--- config.mk ---
export PLATFORM = sky130hd
export DESIGN_NAME = ripple_carry
export DESIGN_NICKNAME = d
export VERILOG_FILES = /design/src/rtl/ripple_carry.sv
export SDC_FILE = /design/constraint.sdc
export NUM_CORES = 1
export LEC_CHECK = 0
export ABC_AREA = 0
export CORE_AREA = 8 8 45 47
export DETAILED_ROUTE_END_ITERATION = 10
export DIE_AREA = 0 0 53 55
export SLEW_MARGIN = 40
export SYNTH_ARGS = -nofsm -noshare
export SYNTH_HDL_FRONTEND = slang
export SYNTH_SLANG_ARGS = --single-unit
--- constraint.sdc ---
create_clock -name clk -period 0.97 [get_ports clk]
set_input_delay 0.097 -clock clk [delete_from_list [all_inputs] [get_ports clk]]
set_output_delay 0.097 -clock clk [all_outputs]
set_load 0.01 [all_outputs]
--- src/rtl/ripple_carry.sv ---
// Registered unsigned ripple-carry adder.
// A chain of 1-bit full-adder cells feeds an output register.

module ripple_carry_cell (
  input  logic a,
  input  logic b,
  input  logic c_in,
  output logic s,
  output logic c_out
);

  assign s     = a ^ b ^ c_in;
  assign c_out = (a & b) | (a & c_in) | (b & c_in);

endmodule

module ripple_carry #(
  parameter int WIDTH = 4
) (
  input  logic             clk,
  input  logic             rst,
  input  logic [WIDTH-1:0] a_in,
  input  logic [WIDTH-1:0] b_in,
  input  logic             carry_in,
  output logic [WIDTH-1:0] sum_out,
  output logic             carry_out
);

  logic [WIDTH:0]   c;
  logic [WIDTH-1:0] s;

  assign c[0] = carry_in;

  for (genvar i = 0; i < WIDTH; i++) begin : g_cell
    ripple_carry_cell u_cell (
      .a     (a_in[i]),
      .b     (b_in[i]),
      .c_in  (c[i]),
      .s     (s[i]),
      .c_out (c[i+1])
    );
  end

  // capture the chain result; reset clears it at once
  always_ff @(posedge clk or posedge rst) begin
    if (rst) begin
      sum_out   <= '0;
      carry_out <= 1'b0;
    end else begin
      sum_out   <= s;
      carry_out <= c[WIDTH];
    end
  end

endmodule

==> out/results.tsv, run 1 <==
stage	metric	value	unit
global_route	grt.total_usage	3.96	%
final_layout	final_cell_count_no_fill	55	
global_route	grt_max_degree	6	
timing	max_freq	674	MHz
flow_run	drv_cap	0	
power_and_ir_drop	power	0.657	mW
power_and_ir_drop	irDropWorstVdd	334	uV
timing	setup_violations	3	
floorplan	coreArea	0.00138	mm^2
timing	final_hold_viol_count	0	
power_and_ir_drop	leakage	0.231	nW
final_layout	nNetsFinal	55	
min_path	hold_class	primary input to asynchronous set/reset pin	
cts	cts.clk_slew.worst_paths	40	ps
route	ant_nets	0	
logic_synthesis	synth.avg_cell_area	12.3	um^2
route	viasPerCell	3.36	
route	wl_per_cell	10.6	um
place	port_buffers	15	
place	gp_congestion	0.686	
logic_synthesis	synth_top_area_share	50.8	%
critical_path	cp-end-kind	flip-flop	
floorplan	initial_utilization	17.8	%
run_status	violations	negative setup slack	
global_route	grt_pass1_vias	193	
logic_synthesis	syn-num-nets	35	
logic_synthesis	synth-seq-cells	5	
logic_synthesis	yosys_warnings	0	
route	detail_route.wirelength	582	um
critical_path	startpoint	a_in[0]	
place	dp_hpwl	538	um
route	drt_first_pass_iters	1	
cts	clockBufferDepth	2	
timing	rsz0062_at_grt	yes	
timing	slew_viol_final	0	
logic_synthesis	syn_inst	20	
global_route	grt.overflow.total	0	
critical_path	cp.required	1140	ps
cts	cts_tree	done	
floorplan	row_count	14	
logic_synthesis	synth.distinct_cells	3	
final_layout	diodes	0	
logic_synthesis	synth_area_leaders	dfrtp_1 51%, fa_1 32%, inv_1 17%	
place	place_worst_setup_slack	-1300	ps
critical_path	critical_path_class	primary input to flip-flop	
global_route	grt_pass1_wl	759	um
power_and_ir_drop	powerDensity	1370	mW/mm^2
critical_path	cp-start-kind	primary input	
critical_path	cp_max_fo	1	
timing	tightestPinTransition	187	ps
logic_synthesis	synth_top_area_cell	dfrtp_1	
floorplan	die_y	55	um
logic_synthesis	syn_area	246	um^2
timing	min_period	1480	ps
final_layout	fin_area	479	um^2
floorplan	io_pins	16	
timing	postLayoutSetupSlackWorst	-513	ps
final_layout	layout-drive-gt1-share	38.5	%
logic_synthesis	yosysSeqAreaShare	50.8	%
timing	relSlewSlack	87.5	%
final_layout	syn_to_final_growth	94.4	%
cts	clockRootBuffer	clkbuf_4	
timing	fin_crit_sh	153	%
route	drtIter0Drc	0	
cts	clock_sinks	5	
route	vias	185	
run_status	status	finished with violations	
place	dp_cells	51	
cts	h-tree-depth	1	
global_route	antenna_found_initial	0	
critical_path	cp.arrival	1660	ps
route	drc	0	
final_layout	final.fill_count	155	
floorplan	die_area	0.00292	mm^2
cts	cts_buffers	3	
place	place_area	444	um^2
floorplan	fp.dieW	53	um
## Yosys cell counts
cell type / instances
dfrtp_1: 5
fa_1: 4
inv_1: 11
## through the flow
| stage | utilization [%] | hold slack, ps | setup TNS, ps |
|---|---|---|---|
| floorplan | - | -124 | -1390 |
| global placement | 32.1 | 307 | -4600 |
| detailed placement | 32.1 | 331 | -4640 |
| CTS | 34.1 | 75.5 | -1200 |
| global route | 34.6 | 104 | -1150 |
| finish | 34.6 | 71.5 | -982 |
## report_power, final
| part | internal (mW) | switching [mW] | total, mW | leakage [nW] |
|---|---|---|---|---|
| logic | 0.0992 | 0.0780 | 0.177 | 0.157 |
| registers | 0.243 | 0.00732 | 0.250 | 0.0583 |
| clock network | 0.155 | 0.0750 | 0.230 | 0.0150 |
| total | 0.497 | 0.160 | 0.657 | 0.231 |
## critical path: stages
cell and delay [ps]:
buf_8 110, inv_12 40, fa_2 180, inv_2 40
fa_2 330, fa_2 340, inv_2 60, fa_2 410
inv_1 50
## sequential cells by signal (all words and copies together) (netlist names)
| name | flops |
|---|---|
| sum_out | 4 |
| carry_out | 1 |
## kinds of logic (layout without fill, tap and decap cells)
kind of cell | Yosys count | in the layout | synth area share, %
buffers and inverters | 11 | 30 | 16.8
flip-flops | 5 | 5 | 50.8
adder cells (fa/ha/maj) | 4 | 4 | 32.5
## path summary, 6_finish.rpt
kind                       depth (start not counted)    endpoint
worst max-delay path                               9  sum_out[3]
worst min-delay path                               2  sum_out[0]
max in group asynchronous                          2  sum_out[3]
min in group clk                                   4  sum_out[0]
## timing repair
action	in CTS	in global routing
buffers inserted	0	0
pin swaps	4	4
hold buffers	0	0
endpoints found under the setup margin	10	5
gates resized for setup	26	4
## cell type report
type | count | area (um^2) | area share [%]
tap | 16 | 20.0 | 4.18
timing repair buffer | 15 | 156 | 32.6
multi-input combinational | 4 | 90.1 | 18.8
inverter | 11 | 61.3 | 12.8
sequential | 5 | 125 | 26.1
clock buffer | 4 | 26.3 | 5.48
## cell usage in the layout (no fill, tap or decap)
cell / instances
inv_1: 6
dfrtp_1: 5
clkdlybuf4s50_1: 5
fa_2: 4
dlygate4sd2_1: 4
clkbuf_4: 3
clkdlybuf4s15_1: 3
inv_2: 2
buf_8: 2
clkinv_4: 1
inv_12: 1
inv_4: 1
clkbuf_1: 1
buf_6: 1
## per-layer routing
| layer | global-route usage [%] | routed length, um | vias to the layer above |
|---|---|---|---|
| met5 | 0 | 0 | - |
| met4 | 3.88 | 0 | 0 |
| met3 | 2.67 | 110 | 0 |
| met2 | 4.69 | 229 | 16 |
| met1 | 4.50 | 242 | 83 |
| li1 | - | - | 86 |
(Power assumes the default switching activity.)
==> inputs of run 2 (changes only) <==
Settings changed: CELL_PAD_IN_SITES_DETAIL_PLACEMENT from default to 2, CELL_PAD_IN_SITES_GLOBAL_PLACEMENT from default to 2, CORE_AREA 8 8 45 47 to default, CORE_MARGIN from default to 8, CORE_UTILIZATION from default to 19, DIE_AREA 0 0 53 55 to default, PLACE_DENSITY_LB_ADDON from default to 0.1.
==> run 2 against run 1 <==
- largest cell class unchanged
- combinational power up 9%
- via count rose by 5.9%
- cell count fell by 1.8%
- worst hold slack lost 3.4 ps
- global-route usage is 2.6 points higher
- first-iteration DRC count is the same
- the run still ends with negative setup slack left
- critical path type unchanged
- utilization is 3.7 points higher
==> out/results.tsv, run 2 (synthesized netlist as in run 1, its figures left out) <==
stage	metric	value	unit	change
global_route	grt.total_usage	6.53	%	+2.6 points
power_and_ir_drop	leakage	0.227	nW	-1.5%
power_and_ir_drop	powerDensity	1410	mW/mm^2	+2.6%
final_layout	nNetsFinal	55		unchanged
min_path	hold_class	primary input to asynchronous set/reset pin		
final_layout	finish.utilization	38.4	%	+3.7 points
timing	final_hold_viol_count	0		unchanged
power_and_ir_drop	clkPwrFrac	34.1	%	-0.9 points
place	port_buffers	15		unchanged
global_route	grt_pass1_wl	1100	um	+45%
power_and_ir_drop	power	0.676	mW	+2.9%
timing	setup_violations	4		+1
critical_path	cp.arrival	1680	ps	+20 ps
global_route	grt_pass1_vias	235		+22%
global_route	grt.overflow.total	0		unchanged
power_and_ir_drop	intPower	0.507	mW	+2.0%
cts	cts_tree	done		
timing	rsz0062_at_grt	yes		
final_layout	final_cell_count_no_fill	54		-1.8%
cts	clock_sinks	5		unchanged
timing	relSlewSlack	88.5	%	+1.0 points
timing	max_freq	664	MHz	-1.5%
place	dp_cells	50		-2.0%
cts	clockRootBuffer	clkbuf_4		
route	viasPerCell	3.63		+7.9%
timing	postLayoutSetupSlackWorst	-535	ps	-22.0 ps
critical_path	cp-end-kind	flip-flop		
final_layout	layout_common_cells	5 x dfrtp_1, 5 x clkdlybuf4s50_1, 5 x clkdlybuf4s15_1		
final_layout	layout-drive-gt1-share	43.6	%	+5.1 points
final_layout	syn_to_final_growth	94.9	%	
critical_path	critical_path_class	primary input to flip-flop		
power_and_ir_drop	seq_power_share	37.3	%	-0.8 points
route	vias	196		+5.9%
run_status	violations	negative setup slack		
floorplan	coreArea	0.00125	mm^2	-9.5%
critical_path	cp.required	1150	ps	about the same
timing	min_period	1510	ps	+22.0 ps
cts	cts_buffers	3		unchanged
route	detail_route.wirelength	707	um	+21%
floorplan	die_y	52.0	um	-5.4%
power_and_ir_drop	swShare	25.1	%	+0.68 points
route	ant_nets	0		unchanged
cts	h-tree-depth	1		unchanged
route	drc	0		unchanged
power_and_ir_drop	switchingPower	0.169	mW	+5.7%
flow_run	drv_cap	0		unchanged
final_layout	diodes	0		unchanged
place	place_worst_setup_slack	-1320	ps	-23.4 ps
place	gp_congestion	0.640		-6.7%
timing	fin_crit_sh	155	%	+2.3 points
global_route	grt_max_degree	6		unchanged
route	drt_first_pass_iters	1		unchanged
final_layout	largest_registers	sum_out x4, carry_out x1		
floorplan	fp.dieW	52.0	um	-1.8%
power_and_ir_drop	p_comb_share	28.6	%	+1.6 points
cts	clockBufferDepth	2		unchanged
floorplan	io_pins	16		unchanged
floorplan	die_area	0.00271	mm^2	-7.2%
timing	tightestPinTransition	172	ps	-15.1 ps
run_status	status	finished with violations		
route	drtIter0Drc	0		unchanged
critical_path	cp_max_fo	1		unchanged
floorplan	row_count	13		-1
route	wl_per_cell	13.1	um	+24%
cts	cts.clk_slew.worst_paths	40	ps	about the same
final_layout	regMostFlops	sum_out		
final_layout	largest_register_ffs	4		unchanged
timing	slew_viol_final	0		unchanged
timing	finalSetupTns	-1060	ps	-76.6 ps
power_and_ir_drop	irDropWorstVdd	473	uV	+42%
global_route	antenna_found_initial	0		unchanged
critical_path	cp-start-kind	primary input		
floorplan	initial_utilization	19.7	%	+1.9 points
==> run 2: cell count changes in the layout (fill, tap and decap cells not counted) <==
cell	change
inv_2	+2
clkdlybuf4s15_1	+2
inv_1	-2
dlygate4sd2_1	-2
==> run 2: critical path, cell delays in order <==
cell	delay, ps
buf_6	100
inv_4	40
fa_2	190
inv_2	40
fa_2	340
fa_2	340
inv_2	60
fa_2	430
inv_2	50
==> run 2: path summary, 6_finish.rpt <==
kind / from / to / slack [ps] / cells after the start
max in group asynchronous: rst / sum_out[2] / 740 / 2
min: rst / carry_out / 70 / 2
max: carry_in / sum_out[3] / -540 / 9
min in group clk: carry_in / sum_out[0] / 250 / 4
==> run 2: final cells by class <==
| class | instances | area (um^2) |
|---|---|---|
| clock buffer | 4 | 26.3 |
| multi-input combinational | 4 | 90.1 |
| fill | 129 | 772 |
| inverter | 11 | 61.3 |
| sequential | 5 | 125 |
| tap | 15 | 18.8 |
| timing repair buffer | 15 | 159 |
==> run 2: power by group through the flow <==
stage	sequential, mW	clock, mW	combinational [mW]
floorplan	0.274	0	0.0494
global placement	0.253	0	0.198
detailed placement	0.256	0	0.212
CTS	0.252	0.247	0.196
global route	0.254	0.263	0.215
finish	0.252	0.231	0.193
==> run 2: through the flow <==
stage                     hold slack [ps]  instance area [um^2]
final                                68.1                   480
after global routing                  106                   480
after CTS                            78.2                   473
after detailed placement              335                   443
after global placement                303                   443
after floorplan                      -124                   274
==> run 2: repair_timing <==
item / in CTS / in global routing
resized for setup: 30 / 5
setup buffers: 0 / 0
hold buffers: 0 / 0
pin swaps: 4 / 4
hold endpoints to repair: 0 / 0
endpoints found under the setup margin: 10 / 5
==> run 2: per-layer routing <==
layer,vias to the layer above,routed length (um),GRT usage (%)
met5,-,0,0
met4,0,22,9.29
met3,2,55,3.42
met2,12,433,10.8
met1,95,195,4.30
li1,87,-,-
